### config.mk
export PLATFORM = sky130hd
export DESIGN_NAME = cache_ctrl_flat
export DESIGN_NICKNAME = d
export VERILOG_FILES = /design/src/rtl/cache_ctrl_if.sv /design/src/rtl/cache_ctrl.sv /design/src/flat_wrapper.sv
export SDC_FILE = /design/constraint.sdc
export NUM_CORES = 1
export LEC_CHECK = 0
export BUFFER_PORTS_ARGS = -buffer_cell sky130_fd_sc_hd__buf_4
export CORE_MARGIN = 2
export CORE_UTILIZATION = 25
export CTS_CLUSTER_DIAMETER = 30
export DETAILED_ROUTE_END_ITERATION = 7
export SETUP_SLACK_MARGIN = 0.5
export SLEW_MARGIN = 20
export SYNTH_ARGS = -nofsm -noshare
export SYNTH_HDL_FRONTEND = slang
export SYNTH_SLANG_ARGS = --single-unit
### constraint.sdc
create_clock -name clk -period 2.9 [get_ports clk]
set_clock_uncertainty 0.05 [all_clocks]
set_input_delay 0.145 -clock clk [delete_from_list [all_inputs] [get_ports clk]]
set_output_delay 0.145 -clock clk [all_outputs]
set_load 0.01 [all_outputs]
### src/rtl/cache_ctrl_if.sv
// Signal bundle between the cache read-path controller and its CPU, cache-array and memory neighbours.
// The slave modport is the controller's view; master is the surrounding environment.
interface cache_ctrl_if;
  logic         cpu_req;
  logic [15:0]  cpu_adr;
  logic         cpu_busy;
  logic         cpu_ready;
  logic [31:0]  cpu_data;

  logic [15:0]  cache_adr;
  logic         cache_hit;
  logic [31:0]  cache_rdata;
  logic         cache_write;
  logic [127:0] cache_wblock;

  logic         mem_req;
  logic [15:0]  mem_adr;
  logic         mem_valid;
  logic [31:0]  mem_rdata;

  logic [15:0]  hit_count;
  logic [15:0]  miss_count;

  modport slave (
    input  cpu_req, cpu_adr, cache_hit, cache_rdata, mem_valid, mem_rdata,
    output cpu_busy, cpu_ready, cpu_data, cache_adr, cache_write, cache_wblock,
           mem_req, mem_adr, hit_count, miss_count
  );

  modport master (
    output cpu_req, cpu_adr, cache_hit, cache_rdata, mem_valid, mem_rdata,
    input  cpu_busy, cpu_ready, cpu_data, cache_adr, cache_write, cache_wblock,
           mem_req, mem_adr, hit_count, miss_count
  );
endinterface

### src/rtl/cache_ctrl.sv
// Read-path controller for a direct-mapped 4-word-block cache: probe, fill a block from memory on a
// miss, write it back to the array, re-probe and return the word; keeps saturating hit/miss counters.
module cache_ctrl (
  input  logic          clk,
  input  logic          rst,
  cache_ctrl_if.slave   bus
);

  typedef enum logic [2:0] {
    S_IDLE,
    S_COMPARE,
    S_FILL,
    S_WRITE,
    S_RESPOND
  } state_e;

  localparam logic [15:0] CNT_MAX = 16'hFFFF;

  state_e         state_q, state_d;
  logic [15:0]    adr_q, adr_d;
  logic [127:0]   block_q, block_d;
  logic [1:0]     beat_q, beat_d;
  logic           refill_q, refill_d;
  logic [31:0]    data_q, data_d;
  logic [15:0]    hit_count_q, hit_count_d;
  logic [15:0]    miss_count_q, miss_count_d;

  // NOTE: the block buffer is a datapath register, but it is reset anyway so a fill aborted by
  // reset can never leak a stale partial block onto cache_wblock.
  always_ff @(posedge clk) begin
    if (rst) begin
      state_q      <= S_IDLE;
      adr_q        <= '0;
      block_q      <= '0;
      beat_q       <= '0;
      refill_q     <= 1'b0;
      data_q       <= '0;
      hit_count_q  <= '0;
      miss_count_q <= '0;
    end else begin
      // NOTE: non-blocking here so every register samples the pre-edge value of the others.
      state_q      <= state_d;
      adr_q        <= adr_d;
      block_q      <= block_d;
      beat_q       <= beat_d;
      refill_q     <= refill_d;
      data_q       <= data_d;
      hit_count_q  <= hit_count_d;
      miss_count_q <= miss_count_d;
    end
  end

  always_comb begin
    // NOTE: every signal gets a default before the case so no path leaves one unassigned (no latch).
    state_d         = state_q;
    adr_d           = adr_q;
    block_d         = block_q;
    beat_d          = beat_q;
    refill_d        = refill_q;
    data_d          = data_q;
    hit_count_d     = hit_count_q;
    miss_count_d    = miss_count_q;
    bus.cpu_ready   = 1'b0;
    bus.cache_write = 1'b0;
    bus.mem_req     = 1'b0;

    unique case (state_q)
      S_IDLE: begin
        if (bus.cpu_req) begin
          adr_d    = bus.cpu_adr;
          refill_d = 1'b0;
          state_d  = S_COMPARE;
        end
      end
      S_COMPARE: begin
        if (bus.cache_hit) begin
          data_d = bus.cache_rdata;
          // The re-probe after a refill is not a first-probe hit.
          if (!refill_q && hit_count_q != CNT_MAX) hit_count_d = hit_count_q + 16'd1;
          state_d = S_RESPOND;
        end else begin
          if (miss_count_q != CNT_MAX) miss_count_d = miss_count_q + 16'd1;
          beat_d  = 2'd0;
          state_d = S_FILL;
        end
      end
      S_FILL: begin
        bus.mem_req = 1'b1;
        if (bus.mem_valid) begin
          block_d[{beat_q, 5'd0} +: 32] = bus.mem_rdata;
          beat_d = beat_q + 2'd1;
          if (beat_q == 2'd3) state_d = S_WRITE;
        end
      end
      S_WRITE: begin
        bus.cache_write = 1'b1;
        refill_d        = 1'b1;
        state_d         = S_COMPARE;
      end
      S_RESPOND: begin
        bus.cpu_ready = 1'b1;
        state_d       = S_IDLE;
      end
      default: state_d = S_IDLE;
    endcase
  end

  assign bus.cpu_busy     = (state_q != S_IDLE);
  assign bus.cpu_data     = data_q;
  assign bus.cache_adr    = adr_q;
  assign bus.cache_wblock = block_q;
  assign bus.mem_adr      = {adr_q[15:2], 2'b00};
  assign bus.hit_count    = hit_count_q;
  assign bus.miss_count   = miss_count_q;

endmodule

### src/flat_wrapper.sv
// flat-port wrapper written by rule: the top's interface ports become plain ports
module cache_ctrl_flat 
  (clk, rst, bus_cpu_req, bus_cpu_adr, bus_cache_hit, bus_cache_rdata, bus_mem_valid, bus_mem_rdata, bus_cpu_busy, bus_cpu_ready, bus_cpu_data, bus_cache_adr, bus_cache_write, bus_cache_wblock, bus_mem_req, bus_mem_adr, bus_hit_count, bus_miss_count);
  cache_ctrl_if bus_i ();
  input  logic clk;
  input  logic rst;
  input wire logic [$bits(bus_i.cpu_req)-1:0] bus_cpu_req;
  input wire logic [$bits(bus_i.cpu_adr)-1:0] bus_cpu_adr;
  input wire logic [$bits(bus_i.cache_hit)-1:0] bus_cache_hit;
  input wire logic [$bits(bus_i.cache_rdata)-1:0] bus_cache_rdata;
  input wire logic [$bits(bus_i.mem_valid)-1:0] bus_mem_valid;
  input wire logic [$bits(bus_i.mem_rdata)-1:0] bus_mem_rdata;
  output wire logic [$bits(bus_i.cpu_busy)-1:0] bus_cpu_busy;
  output wire logic [$bits(bus_i.cpu_ready)-1:0] bus_cpu_ready;
  output wire logic [$bits(bus_i.cpu_data)-1:0] bus_cpu_data;
  output wire logic [$bits(bus_i.cache_adr)-1:0] bus_cache_adr;
  output wire logic [$bits(bus_i.cache_write)-1:0] bus_cache_write;
  output wire logic [$bits(bus_i.cache_wblock)-1:0] bus_cache_wblock;
  output wire logic [$bits(bus_i.mem_req)-1:0] bus_mem_req;
  output wire logic [$bits(bus_i.mem_adr)-1:0] bus_mem_adr;
  output wire logic [$bits(bus_i.hit_count)-1:0] bus_hit_count;
  output wire logic [$bits(bus_i.miss_count)-1:0] bus_miss_count;
  assign bus_i.cpu_req = bus_cpu_req;
  assign bus_i.cpu_adr = bus_cpu_adr;
  assign bus_i.cache_hit = bus_cache_hit;
  assign bus_i.cache_rdata = bus_cache_rdata;
  assign bus_i.mem_valid = bus_mem_valid;
  assign bus_i.mem_rdata = bus_mem_rdata;
  assign bus_cpu_busy = bus_i.cpu_busy;
  assign bus_cpu_ready = bus_i.cpu_ready;
  assign bus_cpu_data = bus_i.cpu_data;
  assign bus_cache_adr = bus_i.cache_adr;
  assign bus_cache_write = bus_i.cache_write;
  assign bus_cache_wblock = bus_i.cache_wblock;
  assign bus_mem_req = bus_i.mem_req;
  assign bus_mem_adr = bus_i.mem_adr;
  assign bus_hit_count = bus_i.hit_count;
  assign bus_miss_count = bus_i.miss_count;
  cache_ctrl u_core (.clk(clk), .rst(rst), .bus(bus_i));
endmodule
==> impl_metrics.json, run 1 <==
{
  "status": "finished clean",
  "port_buffers": 310,
  "powerDensity_nw_per_um2": 710,
  "drcViolationCount": 0,
  "totalNegativeSetupSlack_ns": 0,
  "fp.dieH_um": 185,
  "cellLeakagePower_nw": 5.50,
  "place.gp.congestion": 0.775,
  "synthToLayoutAreaGrowth_pct": 66.4,
  "cpPeakStageDelay_ns": 0.63,
  "slowest_stage": "or4b_1",
  "crit_path_end_kind": "flop",
  "syn_inst": 992,
  "min_period_ns": 2.23,
  "die_area_sq_um": 34300,
  "layout_setup_ws_ns": 0.674,
  "drv_cap": 0,
  "final_util_pct": 42.1,
  "drv_slew": 0,
  "critPathArrivalTime_ns": 2.64,
  "tightest_slew_ns": 0.802,
  "fin_crit_sh_pct": 76.7,
  "routed_wl_um": 30500,
  "worstSetupPathType": "reg2reg",
  "yosysSeqAreaShare_pct": 52.2,
  "grt_max_degree": 73,
  "core_area_sq_um": 32500,
  "vias_per_cell": 4.63,
  "max_freq_ghz": 0.449,
  "relSlewSlack_pct": 46.5,
  "crit_family": "simple AND/OR/NAND/NOR gates",
  "synth_edf_count": 0,
  "nFillCells": 3199,
  "cts-htree-levels": 2,
  "clk_pin_slew_ns": 0.04,
  "diodes": 0,
  "fin_area_sq_um": 13700,
  "die-width_um": 185,
  "antenna_found_initial": 0,
  "grt_pass1_vias": 8544,
  "crit_fanout": 12,
  "finalSetupViolCount": 0,
  "layout-drive-gt1-share_pct": 30.7,
  "cts_tree": "yes",
  "grt_use_total_pct": 17.2,
  "synth.area.top_cells": "dfxtp_1 52%, nand2_1 9.5%, a21oi_1 9.4%",
  "cts-root-buf": "clkbuf_16",
  "syn_avg_cell_area_sq_um": 8.28,
  "rows": 66,
  "nets": 1467,
  "place_hpwl_um": 20000,
  "ys_ff_latch": 214,
  "rsz0062_at_grt": "false",
  "hp-class": "in2reg",
  "p_total_mw": 9.69,
  "cts_buffers": 52,
  "overflow": 0,
  "wl_per_cell_um": 16.4,
  "synth_area_sq_um": 8210,
  "crit_required_ns": 3.32,
  "synth_cell_type_count": 45,
  "yosysTopAreaCellShare_pct": 52.2,
  "worstPathCellList": "or4b_1 -> or4_4 -> or3_1 -> a21oi_1",
  "place_area_sq_um": 11000,
  "start_util_pct": 25.3,
  "route.vias.total": 8603,
  "startpoint_type": "flop",
  "cts_setup_buffers": 0,
  "final_hold_viol_count": 0,
  "clk_latency_ns": 0.54,
  "ys_warn_count": 0,
  "vdd_ir_drop_max_mv": 0.423,
  "drtIter0Drc": 404,
  "yosys_most_used_dff": "dfxtp_1",
  "clkSinkCount": 214,
  "grt_pass1_wl_um": 46500,
  "ios": 313,
  "clockBufferDepth": 3,
  "dp_slack_ns": 0.493,
  "antenna_left": 0,
  "firstDrtPassIters": 5,
  "netlist.top_cell.by_area": "dfxtp_1",
  "path_buf_inv": 0,
  "synthArstFlopShare_pct": 0
}
==> cells by family (layout without fill, tap and decap cells) <==
family          Yosys count  in the layout  share of synthesized area (%)
simple gates            449            449                           25.0
flops                   214            214                           52.2
compound gates          201            201                           13.7
buf+inv                  95            518                           5.29
xor+xnor                 22             22                           2.35
fa+ha+maj                 8              8                           1.22
mux                       2              2                          0.244
other cells               1              2                         0.0457
==> cells in the mapped netlist (9+ instances only) <==
library cell,number
nand3_1,104
a21oi_1,154
a22oi_1,32
clkbuf_1,61
dfxtp_1,214
nand4_1,12
buf_2,11
nand2_1,207
nor3_1,10
nor2_1,69
or3_1,9
xnor2_1,14
buf_4,17
==> metrics by stage <==
step / hold slack (ns) / cells
2_1_floorplan: 0.231 / 993
3_3_place_gp: 0.342 / 1679
3_5_place_dp: 0.350 / 1679
4_1_cts: 0.00614 / 1858
5_1_grt: 0.0351 / 1858
6_report: 0.0218 / 1858
==> final cells by class <==
class | instances | area (sq um) | area share, %
multi-input cells | 684 | 3550 | 26.0
clock buffers | 66 | 1420 | 10.4
clock inverters | 30 | 437 | 3.20
inverters | 6 | 23.8 | 0.174
well taps | 442 | 553 | 4.05
repair buffers | 416 | 3390 | 24.8
flip-flops and latches | 214 | 4280 | 31.4
==> per-layer routing <==
metal | wire length [um] | track usage [%] | part of all wire [%] | vias to the layer above
met3 | 2970 | 6.41 | 9.7 | 59
li1 | - | - | - | 4162
met2 | 14700 | 29.6 | 48 | 370
met5 | 0 | 0 | 0 | -
met1 | 12100 | 19.6 | 40 | 4012
met4 | 708 | 5.65 | 2.3 | 0
==> final timing paths <==
kind,from,endpoint,slack (ns),cells past startpoint
setup reg to reg,u_core.state_q[2],u_core.bus.miss_count[11],0.67,4
hold / removal,bus_cpu_req,u_core.state_q[0],0.02,4
hold reg to reg,u_core.bus.cache_wblock[122],u_core.bus.cache_wblock[122],0.40,2
setup / recovery,u_core.state_q[2],u_core.bus.miss_count[11],0.67,4
==> worst reg2reg max path, cell delays in order (launching register included) <==
cell and delay, ns:
dfxtp_1 0.44, or4b_1 0.63, or4_4 0.58, or3_1 0.32
a21oi_1 0.14
==> repair_timing <==
item,4_1_cts,5_1_grt
hold endpoints to repair,178,0
gates resized for setup,1,3
hold buffers,83,0
endpoints found under the setup margin,1,5
==> flip-flops by register name (all words and copies together) (netlist names) <==
register and count:
u_core.refill_q 1, u_core.beat_q 2, u_core.bus.cache_adr 16, u_core.bus.hit_count 16, u_core.bus.cpu_data 32, u_core.bus.cache_wblock 128, u_core.bus.miss_count 16, u_core.state_q 3
==> where the power goes <==
part	internal [mW]	total [mW]	switching, mW
Clock	4.27	6.10	1.84
Sequential	3.00	3.04	0.0408
Combinational	0.278	0.550	0.273
==> cells in the final DEF (no fill, tap or decap), types with 6 or more instances in the layout <==
cell	netlist	routed
nor2_1	69	69
nand4_1	12	12
bufinv_16	0	9
or3_1	9	9
dfxtp_1	214	214
inv_6	0	6
nor4_1	7	7
nand2_1	207	207
clkbuf_8	0	7
a21oi_1	154	154
xnor2_1	14	14
nor3_1	10	8
a22oi_1	32	32
xor2_1	8	8
nand3_1	104	104
clkinvlp_4	0	8
ha_1	8	8
buf_4	17	327
clkbuf_16	0	52
clkbuf_1	61	7
dlygate4sd3_1	0	83
Power figures use the tool's default switching activity.
==> inputs of run 2 (changes only) <==
Settings changed: ABC_AREA set to 1.
Clock period 2.9 ns to 2.22 ns, I/O delays scaled along.
==> run 2 against run 1 <==
Combinational power grew to 2.8 times the previous value. Area after synthesis is 12% higher. Routed wire length rose by 19%. Worst hold slack improved by 0.089 ns. First-iteration DRC count rose by 60%. Non-clock buffer count rose by 28. Sequential cell count is the same. Critical path depth up 2.
==> impl_metrics.json, run 2 <==
{
  "status": "finished clean",
  "vias_per_cell": 4.68,
  "antenna_found_initial": 0,
  "synth_area_sq_um": 9170,
  "synthMuxAreaShare_pct": 0,
  "place_hpwl_um": 24000,
  "ios": 313,
  "overflow": 0,
  "rsz0062_at_grt": "true",
  "largest_reg_flops": 128,
  "port_buffers": 310,
  "die-width_um": 196,
  "critPathArrivalTime_ns": 2.09,
  "cellLeakagePower_nw": 6.12,
  "synth_simple_gate_area_share_pct": 31.3,
  "synth-compound-area-share_pct": 11.9,
  "final_cell_mix": "346 x buf_4, 258 x nand2_1, 214 x nor2_1",
  "tightest_slew_ns": 0.669,
  "min_period_ns": 1.65,
  "hp-class": "in2reg",
  "cts-htree-levels": 2,
  "ys_warn_count": 0,
  "rows": 70,
  "synthTopCellsByCount": "258 x nand2_1, 219 x nor2_1, 214 x dfxtp_1",
  "drcViolationCount": 0,
  "ys_ff_latch": 214,
  "synth_cell_type_count": 26,
  "yosys_most_used_dff": "dfxtp_1",
  "syn_avg_cell_area_sq_um": 7.12,
  "final_hold_viol_count": 0,
  "clk_pin_slew_ns": 0.05,
  "die_area_sq_um": 38200,
  "crit_required_ns": 2.66,
  "wl_per_cell_um": 16.5,
  "yosys.area_share.adder_pct": 1.09,
  "grt_max_degree": 134,
  "relSlewSlack_pct": 55.4,
  "yosysSeqAreaShare_pct": 46.7,
  "synth_edf_count": 0,
  "start_util_pct": 25.2,
  "finalSetupViolCount": 0,
  "grt_pass1_wl_um": 54100,
  "route.vias.total": 10270,
  "max_freq_ghz": 0.606,
  "fin_crit_sh_pct": 74.4,
  "yosysTopAreaCellShare_pct": 46.7,
  "clockBufferDepth": 3,
  "diodes": 0,
  "place_area_sq_um": 11800,
  "cts-root-buf": "clkbuf_16",
  "synth_xor_area_share_pct": 0,
  "layout-drive-gt1-share_pct": 28.6,
  "drtIter0Drc": 648,
  "antenna_left": 0,
  "core_area_sq_um": 36300,
  "cts_buffers": 56,
  "vdd_ir_drop_max_mv": 0.741,
  "layout.cells.most_common": "buf_4",
  "firstDrtPassIters": 5,
  "fin_area_sq_um": 15000,
  "powerDensity_nw_per_um2": 930,
  "nets": 1773,
  "synth_top_family_by_area": "simple AND/OR/NAND/NOR gates",
  "place.gp.congestion": 0.839,
  "cts_tree": "yes",
  "final_util_pct": 41.1,
  "synthArstFlopShare_pct": 0,
  "crit_fanout": 21,
  "synth.area.top_cells": "dfxtp_1 47%, nand2_1 11%, a21oi_1 9.0%",
  "crit_path_end_kind": "flop",
  "drv_slew": 0,
  "fin_hold_ws_ns": 0.111,
  "worstSetupPathType": "reg2reg",
  "startpoint_type": "flop",
  "grt_use_total_pct": 18.0,
  "syn_inst": 1289,
  "synthToLayoutAreaGrowth_pct": 63.0,
  "routed_wl_um": 36200,
  "totalNegativeSetupSlack_ns": 0,
  "dp_cells": 1992,
  "clkSinkCount": 214,
  "grt_pass1_vias": 9792,
  "drv_cap": 0,
  "fp.dieH_um": 196,
  "layout.cells.non_filler": 2193,
  "yosysMostFrequentCell": "nand2_1",
  "netlist.top_cell.by_area": "dfxtp_1",
  "clk_latency_ns": 0.57
}
==> run 2: cell types whose count changed after synthesis, sizes merged, moves of 9 or more <==
cell | previous run | this run
nand3 | 104 | 115
nand2 | 207 | 259
nand4 | 12 | 64
or3 | 9 | 0
xnor2 | 14 | 0
a22oi | 32 | 0
inv | 5 | 64
o21ai | 5 | 53
buf | 28 | 46
nor2 | 69 | 222
a21oi | 154 | 165
==> run 2: where the power goes <==
part           switching [mW]  internal, mW
sequential             0.0928          3.99
clock                    2.37          5.90
combinational           0.921         0.635
==> run 2: final cells by class <==
class / count / area [sq um]
fillers: 3605 / 21400
flip-flops and latches: 214 / 4300
multi-input cells: 897 / 4170
repair buffers: 444 / 3670
clock buffers: 80 / 1650
well taps: 468 / 586
clock inverters: 23 / 309
inverters: 67 / 272
==> run 2: worst max-delay path: stages, from the launching register on <==
cell,delay [ns]
dfxtp_1,0.36
nor3_4,0.27
nand2_4,0.14
nor2_4,0.19
buf_4,0.27
nand4_1,0.15
a21oi_1,0.15
==> run 2: cell families after synthesis <==
family,Yosys count
AO/OA/AOI/OAI,218
adder cells (fa/ha/maj),8
buffers and inverters,179
flip-flops,214
other,1
AND/OR/NAND/NOR,669
==> run 2: worst paths after layout <==
path	startpoint	to	slack, ns	cells after the start
hold reg to reg	u_core.bus.cache_adr[0]	u_core.bus.cache_adr[0]	0.40	2
setup reg to reg	u_core.state_q[2]	u_core.bus.cache_wblock[0]	0.57	6
setup / recovery	u_core.state_q[2]	u_core.bus.cache_wblock[0]	0.57	6
hold / removal	rst	u_core.bus.cache_wblock[96]	0.11	3
==> run 2: through the flow <==
step | setup WS, ns | power (mW)
3_5_place_dp | 0.332 | 5.49
4_1_cts | 0.503 | 13.9
6_report | 0.568 | 13.9
2_1_floorplan | 0.492 | 4.91
5_1_grt | 0.458 | 14.4
3_3_place_gp | 0.395 | 5.47
==> run 2: layer usage <==
layer	part of all wire (%)	track usage, %	up-vias
li1	-	-	5018
met1	41	21.6	4802
met2	49	30.8	388
met3	7.2	4.09	62
met4	2.9	7.69	0
met5	0	0	-
==> run 2: repair_timing <==
item,4_1_cts,5_1_grt
pin swaps,0,7
hold buffers,83,0
hold endpoints to repair,184,0
resized for setup,16,33
cloned,0,4
setup buffers,0,11
endpoints found under the setup margin,155,188
